File: src/rtl/ws2812_serializer.sv
// WS2812 single-wire line driver: fetches one GRB word per LED and shifts
// it out MSB-first, prefetching the next LED while the current one is sent.
module ws2812_serializer #(
    parameter int N_LEDS   = 64,
    parameter int W_ADDR   = 6,
    parameter int TBIT_CYC = 125,
    parameter int T0H_CYC  = 40,
    parameter int T1H_CYC  = 80,
    parameter int TRST_CYC = 6000
) (
    input  logic              clk,
    input  logic              rst,
    input  logic              enable,
    output logic [W_ADDR-1:0] leddata_addr,
    output logic              leddata_start,
    input  logic              leddata_done,
    input  logic [23:0]       leddata_color,
    output logic              ctrl,
    output logic              busy,
    output logic              frame_done,
    output logic              underrun
);
    localparam int W_BIT = $clog2(TBIT_CYC);
    localparam int W_RST = $clog2(TRST_CYC);
    localparam int W_IDX = W_ADDR + 1;
    localparam logic [W_BIT-1:0] BIT_LAST = W_BIT'(TBIT_CYC - 1);
    localparam logic [W_RST-1:0] RST_LAST = W_RST'(TRST_CYC - 1);
    localparam logic [W_IDX-1:0] IDX_END  = W_IDX'(N_LEDS);
    localparam logic [W_IDX-1:0] IDX_LAST = W_IDX'(N_LEDS - 1);

    typedef enum logic [2:0] {POR_GAP, IDLE, SEND, WAIT_DATA, LATCH} state_t;
    typedef enum logic [1:0] {F_IDLE, F_REQ, F_REL} fstate_t;

    state_t           state;
    fstate_t          fstate;
    logic [W_RST-1:0] gap_cnt;
    logic [W_BIT-1:0] bit_cnt;
    logic [W_BIT-1:0] bit_cnt_nx;
    logic [4:0]       bit_idx;
    logic [W_IDX-1:0] led_idx;
    logic [W_IDX-1:0] fetch_idx;
    logic [23:0]      shift;
    logic [23:0]      nbuf;
    logic             nbuf_vld;
    logic             fetch_ok;

    function automatic logic [W_BIT-1:0] high_len(input logic b);
        return b ? W_BIT'(T1H_CYC) : W_BIT'(T0H_CYC);
    endfunction

    assign bit_cnt_nx = bit_cnt + W_BIT'(1);
    // Prefetch only inside a frame, one word ahead, never past the last LED
    assign fetch_ok = (state == SEND || state == WAIT_DATA) &&
                      !nbuf_vld && (fetch_idx < IDX_END);

    always_ff @(posedge clk) begin
        if (rst) begin
            state         <= POR_GAP;
            fstate        <= F_IDLE;
            gap_cnt       <= '0;
            bit_cnt       <= '0;
            bit_idx       <= '0;
            led_idx       <= '0;
            fetch_idx     <= '0;
            shift         <= '0;
            nbuf          <= '0;
            nbuf_vld      <= 1'b0;
            ctrl          <= 1'b0;
            busy          <= 1'b0;
            frame_done    <= 1'b0;
            underrun      <= 1'b0;
            leddata_start <= 1'b0;
            leddata_addr  <= '0;
        end else begin
            frame_done <= 1'b0;
            underrun   <= 1'b0;
            unique case (state)
                POR_GAP: begin
                    ctrl <= 1'b0;
                    if (gap_cnt == RST_LAST) begin
                        gap_cnt <= '0;
                        state   <= IDLE;
                    end else begin
                        gap_cnt <= gap_cnt + W_RST'(1);
                    end
                end
                IDLE: begin
                    if (enable) begin
                        busy      <= 1'b1;
                        led_idx   <= '0;
                        fetch_idx <= '0;
                        state     <= WAIT_DATA;
                    end
                end
                WAIT_DATA: begin
                    if (nbuf_vld) begin
                        shift    <= nbuf;
                        nbuf_vld <= 1'b0;
                        bit_cnt  <= '0;
                        bit_idx  <= '0;
                        ctrl     <= high_len(nbuf[23]) != '0;
                        state    <= SEND;
                    end
                end
                SEND: begin
                    if (bit_cnt != BIT_LAST) begin
                        bit_cnt <= bit_cnt_nx;
                        ctrl    <= bit_cnt_nx < high_len(shift[23]);
                    end else begin
                        bit_cnt <= '0;
                        if (bit_idx != 5'd23) begin
                            shift   <= {shift[22:0], 1'b0};
                            bit_idx <= bit_idx + 5'd1;
                            ctrl    <= high_len(shift[22]) != '0;
                        end else begin
                            bit_idx <= '0;
                            led_idx <= led_idx + W_IDX'(1);
                            if (led_idx == IDX_LAST) begin
                                ctrl    <= 1'b0;
                                gap_cnt <= '0;
                                state   <= LATCH;
                            end else if (nbuf_vld) begin
                                shift    <= nbuf;
                                nbuf_vld <= 1'b0;
                                ctrl     <= high_len(nbuf[23]) != '0;
                            end else begin
                                ctrl     <= 1'b0;
                                underrun <= 1'b1;
                                state    <= WAIT_DATA;
                            end
                        end
                    end
                end
                LATCH: begin
                    ctrl <= 1'b0;
                    if (gap_cnt == RST_LAST) begin
                        gap_cnt    <= '0;
                        frame_done <= 1'b1;
                        busy       <= 1'b0;
                        state      <= IDLE;
                    end else begin
                        gap_cnt <= gap_cnt + W_RST'(1);
                    end
                end
                default: state <= POR_GAP;
            endcase

            // Request stays up with a frozen address until done is seen
            unique case (fstate)
                F_IDLE: begin
                    if (fetch_ok) begin
                        leddata_addr  <= fetch_idx[W_ADDR-1:0];
                        leddata_start <= 1'b1;
                        fstate        <= F_REQ;
                    end
                end
                F_REQ: begin
                    if (leddata_done) begin
                        nbuf          <= leddata_color;
                        nbuf_vld      <= 1'b1;
                        leddata_start <= 1'b0;
                        fetch_idx     <= fetch_idx + W_IDX'(1);
                        fstate        <= F_REL;
                    end
                end
                F_REL:   fstate <= F_IDLE;
                default: fstate <= F_IDLE;
            endcase
        end
    end
endmodule

File: config.mk
export PLATFORM = sky130hd
export DESIGN_NAME = ws2812_serializer
export DESIGN_NICKNAME = d
export VERILOG_FILES = /design/src/rtl/ws2812_serializer.sv
export SDC_FILE = /design/constraint.sdc
export NUM_CORES = 1
export LEC_CHECK = 0
export BUFFER_PORTS_ARGS = -buffer_cell sky130_fd_sc_hd__buf_4
export CAP_MARGIN = 20
export CORE_MARGIN = 1
export CORE_UTILIZATION = 50
export CTS_BUF_LIST = sky130_fd_sc_hd__clkbuf_4 sky130_fd_sc_hd__clkbuf_8 sky130_fd_sc_hd__clkbuf_16
export DETAILED_ROUTE_END_ITERATION = 8
export PLACE_DENSITY = 0.71
export SYNTH_ARGS = -nofsm -noshare
export SYNTH_HDL_FRONTEND = slang
export SYNTH_SLANG_ARGS = --single-unit
File: constraint.sdc
create_clock -name clk -period 5.7 [get_ports clk]
set_clock_uncertainty 0.15 [all_clocks]
set_input_delay 1.71 -clock clk [delete_from_list [all_inputs] [get_ports clk]]
set_output_delay 1.71 -clock clk [all_outputs]
set_load 0.02 [all_outputs]
==> Word level (Yosys, flattened, before mapping) <==
Cells that the tools add are included.
{ "word_totals": {"inputBits": 28, "out_inout_bits": 11, "register_bits": 104, "elab_cells": 133} }
{ "classes": {"muxes": 59, "n_bitwise": 2, "magnitude_cmp": 2, "n_eq_ne": 20, "reduce_logical": 29, "n_addsub": 5} }
{ "ops": {"columns": ["operator", "n"], "rows": [
  ["$mux 24", 4],
  ["$mux 7", 12],
  ["$mux 13", 4],
  ["$pmux 24 s2", 1],
  ["$pmux 7 s2", 2],
  ["$pmux 13 s2", 1],
  ["$add 7x1->7 const B", 3],
  ["$mux 3", 7],
  ["$mux 1", 16],
  ["$mux 5", 3],
  ["$ne 2x2->1 const B", 7],
  ["$reduce_bool 7->1", 2],
  ["$add 13x1->13 const B", 1],
  ["$eq 13x13->1 const B", 1],
  ["$pmux 3 s4", 1],
  ["$reduce_and 3->1", 4],
  ["$pmux 5 s2", 1],
  ["$reduce_and 2->1", 5],
  ["$reduce_bool 2->1", 5],
  ["$reduce_and 4->1", 2],
  ["$eq 7x6->1 const B", 1],
  ["$lt 7x7->1", 1],
  ["$lt 7x7->1 const B", 1],
  ["$ne 7x7->1 const B", 1],
  ["other kinds (23)", 31]
]} }

==> Depth between registers and ports, before layout <==
{ "logic_depth": {"ltp_word": 7, "depth_mapped": 8, "depth_no_buf": 7} }

==> Worst setup path after synthesis <==
No wires, ideal clock.
{ "synth_timing": {"path_type": "input-to-reg", "startpoint": "input port enable", "endpoint": "register led_idx[6]", "slack_ps": 2583, "cell_stages": 5, "required_time_ps": 5476, "t_arrival_ps": 2892, "path_cell_list": "and4bb_1 > or2_2 > clkbuf_1 > or4_1 > o21ai_0"} }
{ "synth_between": {"elab_chain_len": 2} }
{ "synth_rtl": {"columns": ["element", "line_no", "source"], "rows": [
  ["start, declared", "13", "input logic enable,"],
  ["$ne 2x2->1 (no source line)", null, null],
  ["$reduce_and 4->1 (no source line)", null, null],
  ["end signal, assigned", "117", "led_idx <= led_idx + W_IDX'(1);"],
  ["end, declared", "40", "logic [W_IDX-1:0] led_idx;"]
]} }
No other way between the ends.
A chain may end at the register's enable or synchronous reset.

==> Worst setup path after layout <==
{ "layout_timing": {"startpoint": "input port leddata_done", "endpoint": "register fetch_idx[6]"} }
{ "layout_between": {"elab_chain_len": 2} }
{ "layout_rtl": {"columns": ["element", "line_no", "source"], "rows": [
  ["start, declared", "16", "input logic leddata_done,"],
  ["$mux 7", "158", "if (leddata_done) begin"],
  ["$mux 7", "149", "unique case (fstate)"],
  ["end signal, assigned", "162", "fetch_idx <= fetch_idx + W_IDX'(1);"],
  ["end, declared", "41", "logic [W_IDX-1:0] fetch_idx;"]
]} }
No other way between the ends.

==> reports/qor.log <==
qor: min_path.hold_path.class register to register
qor: cts.cts_root_buffer sky130_fd_sc_hd__clkbuf_8
qor: synthesis.syn-instance-count 560
qor: synthesis.postSynthRegisterBits 104
qor: route.drt-vias-per-instance 5.77
qor: cells_and_area.ratio_of_cells_with_drive_above_1_in_the_final_layout 0.137
qor: cts.cts_htree_levels 3
qor: die.placementRows 35
qor: critical_path.worstPathBufferInverterCount 1
qor: cells_and_area.antenna-diode-count 0
qor: critical_path.cp_data_required_time 5.85 ns
qor: critical_path.crit_path_cell_trace buf_4, and3b_1, and3_1, nand4_1, or2_2, a21oi_1
qor: synthesis.asyncSetResetFlopFracSynth 0
qor: die.core_area 0.00920 mm^2
qor: timing.postLayoutSetupSlackWorst 2.38 ns
qor: critical_path.worstPathArrival 3.47 ns
qor: placement.portBuffers 38
qor: synthesis.synthDistinctLibCells 56
qor: synthesis.edff_count_synth 0
qor: synthesis.synth.yosys.seq_area_share 0.439
qor: timing.fin_crit_sh 0.583
qor: cts.tritoncts yes
qor: cts.worst_skew_pair.late_latency 0.37 ns
qor: cts.cts.repair_timing.setup_buffer_count 0
qor: grt.antenna_violations_before_repair 0
qor: die.floorplan.die.height 99.4 um
qor: cts.cts.path.max_buffers 2
qor: power.power_per_cell_area 336 mW/mm^2
qor: route.postRouteAntennaNets 0
qor: route.drc 0
qor: die.die_area 0.00989 mm^2
qor: grt.grt.total_usage 0.203
qor: critical_path.worst-r2r-cell-count 6
qor: synthesis.synthesis.nets 597
qor: grt.grt.overflow.total 0
qor: grt.grt_first_pass_wirelength 16,300 um
qor: cts.clock-sinks 104
qor: die.io-pin-count 39
qor: critical_path.startpoint_type input port
qor: critical_path.reg2reg_to shift[0]
qor: critical_path.setup_slack_of_the_worst_register_to_register_path 3.23 ns
qor: synthesis.syn_avg_cell_area 8.47 um^2
qor: timing.max_slew.worst_pin.slew 0.995 ns
qor: route.detailedRoute.firstIterationViolations 234
qor: route.routed_wl_per_cell 13.7 um
qor: synthesis.dominantRegCellSynth sky130_fd_sc_hd__dfxtp_1
qor: timing.timing.fmax 301 MHz
qor: placement.dp.final_hpwl 6280 um
qor: timing.report.final.slew_viol_count 0
qor: grt.largest_net_degree_at_the_start_of_global_routing 86
qor: critical_path.cpPeakStageDelay 0.82 ns
qor: cts.cts_made_buffers 9
qor: timing.final_hold_viol_count 0
qor: critical_path.r2r-start bit_idx[0]
qor: critical_path.worstSetupEndpoint fetch_idx[6]
qor: cts.cts_hold_buffers 0
qor: timing.final.setup.tns 0 ns
qor: placement.pre_cts_ws 1.99 ns
qor: timing.timing.slew.headroom 0.336
qor: route.route.vias.total 4,017
qor: outcome.run_status finished, final reports clean
qor: critical_path.setup.worst_path.end_class register
qor: die.die_width 99.4 um
qor: cells_and_area.syn2layout_area_growth 11.5%
qor: critical_path.critical_path.top_delay_family simple AND/OR/NAND/NOR gates
qor: placement.globalplace.congestion 0.781
qor: die.initial_utilization 0.516
qor: critical_path.worst-path-max-fanout 30
qor: synthesis.post_synth_instance_area 0.00475 mm^2
qor: route.route.final.wire_length 9540 um
qor: cells_and_area.n_fill_cell 838
qor: cts.path_clk_slew 0.11 ns
qor: timing.finalCriticalPeriod 3.32 ns
qor: grt.grt_pass1_vias 3,610
qor: critical_path.worst_path_max_delay_cell sky130_fd_sc_hd__and3b_1
qor: critical_path.path_depth 6
qor: synthesis.yosysWarningCount 0
qor: power.power.static_leakage 1.85 nW
qor: critical_path.setup.worst_path.class input port to register
qor: route.drtPass1Iterations 4
qor: timing.grt_setup_unrepaired false
qor: timing.finalSetupViolations 0
qor: cells_and_area.nNetsFinal 617
qor: min_path.hold_depth 2
qor: cts.post_cts_resized 0
qor: power.vdd_drop_max 0.154 mV
qor: critical_path.worstSetupStartpoint leddata_done
qor: flow_run.max-cap-violations 0
## cell type report
class	count	area, um^2	share of cell area
clock buffer	9	124	0.0234
clock inverter	7	81.3	0.0154
inverter	8	30.0	0.00567
multi-input combinational	415	2490	0.471
sequential	104	2080	0.393
tap	111	139	0.0262
timing repair buffer	42	343	0.0648
## cell usage after synthesis (8+ instances only)
cell	n	area share
sky130_fd_sc_hd__dfxtp_1	104	0.44
sky130_fd_sc_hd__nand2_1	69	0.055
sky130_fd_sc_hd__nor2_1	65	0.051
sky130_fd_sc_hd__a21oi_1	52	0.055
sky130_fd_sc_hd__o21ai_0	43	0.045
sky130_fd_sc_hd__nand3b_1	25	0.040
sky130_fd_sc_hd__a211oi_1	24	0.038
sky130_fd_sc_hd__clkbuf_1	18	0.014
sky130_fd_sc_hd__nand3_1	16	0.017
sky130_fd_sc_hd__buf_2	10	0.011
sky130_fd_sc_hd__or3_1	10	0.013
sky130_fd_sc_hd__ha_1	9	0.024
sky130_fd_sc_hd__inv_1	8	0.0063
sky130_fd_sc_hd__mux2i_1	8	0.017
sky130_fd_sc_hd__nand4_1	8	0.011
## where the power goes
part / internal [mW] / switching (mW)
Combinational: 0.165 / 0.302
Clock: 0.212 / 0.264
Sequential: 0.780 / 0.0572
Total: 1.16 / 0.623
## how the worst min path moves through the flow
stage               startpoint       end  slack (ns)
finish                 nbuf[7]   nbuf[7]        0.31
global route          nbuf[23]  nbuf[23]        0.33
CTS                   nbuf[22]  nbuf[22]        0.31
detailed placement    nbuf[22]  nbuf[22]        0.29
global placement      nbuf[22]  nbuf[22]        0.29
floorplan             nbuf[10]  nbuf[10]        0.28
## worst reg2reg max path: stages, from the launching register on
cell,delay (ns)
sky130_fd_sc_hd__dfxtp_1,0.35
sky130_fd_sc_hd__ha_1,0.26
sky130_fd_sc_hd__nand4b_1,0.38
sky130_fd_sc_hd__nor4_4,0.13
sky130_fd_sc_hd__nor3_4,0.80
sky130_fd_sc_hd__nand4_1,0.18
sky130_fd_sc_hd__a21oi_1,0.16
## cell usage in the layout (no fill, tap or decap), drive strengths merged, types with 2 or more instances in the layout
cell type,n
nand3,16
nor3,6
inv,13
and4,2
nand2,70
and3,5
xor2,7
a221o,2
or3,10
a21oi,55
nand2b,3
nor4,6
clkbuf,9
a211oi,24
ha,9
a2bb2oi,2
o31ai,2
mux2i,8
nand4b,3
or2,5
nand4,8
nand3b,25
xnor2,6
a22oi,7
or3b,2
o21ai,45
nor2,65
or4,5
buf,42
and2,3
dfxtp,104
nor2b,2
## per-stage QoR
stage               cells  power, mW  hold WS, ns  utilization  instance area [um^2]
floorplan             560       1.21        0.281            -                  4750
global placement      678       1.29        0.288        0.549                  5040
detailed placement    679       1.31        0.292        0.550                  5060
CTS                   695       1.79        0.307        0.573                  5270
global route          696       1.89        0.331        0.576                  5290
finish                696       1.78        0.306        0.576                  5290
## cells by family (layout without fill, tap and decap cells)
kind of cell / after synthesis / count (layout) / share of synthesized area
AND/OR/NAND/NOR: 241 / 241 / 0.275
buffers and inverters: 41 / 66 / 0.0382
flip-flops: 104 / 104 / 0.439
multiplexers: 8 / 8 / 0.0169
AO/OA/AOI/OAI: 144 / 144 / 0.183
adder cells (fa/ha/maj): 9 / 9 / 0.0237
XOR/XNOR: 13 / 13 / 0.0240
## layer usage
metal | track usage | vias up | routed length (um)
met5 | 0 | - | 0
met4 | 0.0667 | 0 | 125
met3 | 0.0415 | 11 | 429
met2 | 0.346 | 85 | 4550
met1 | 0.257 | 1889 | 4440
li1 | - | 2032 | -
## flip-flops by register name, summed over array words and instances, names as in the netlist, 5 cells and up
register and count:
nbuf 24, bit_cnt 7, leddata_addr 6, shift 24, fetch_idx 7, led_idx 7
bit_idx 5, gap_cnt 13
No activity file was read; power rests on OpenSTA's default activity.
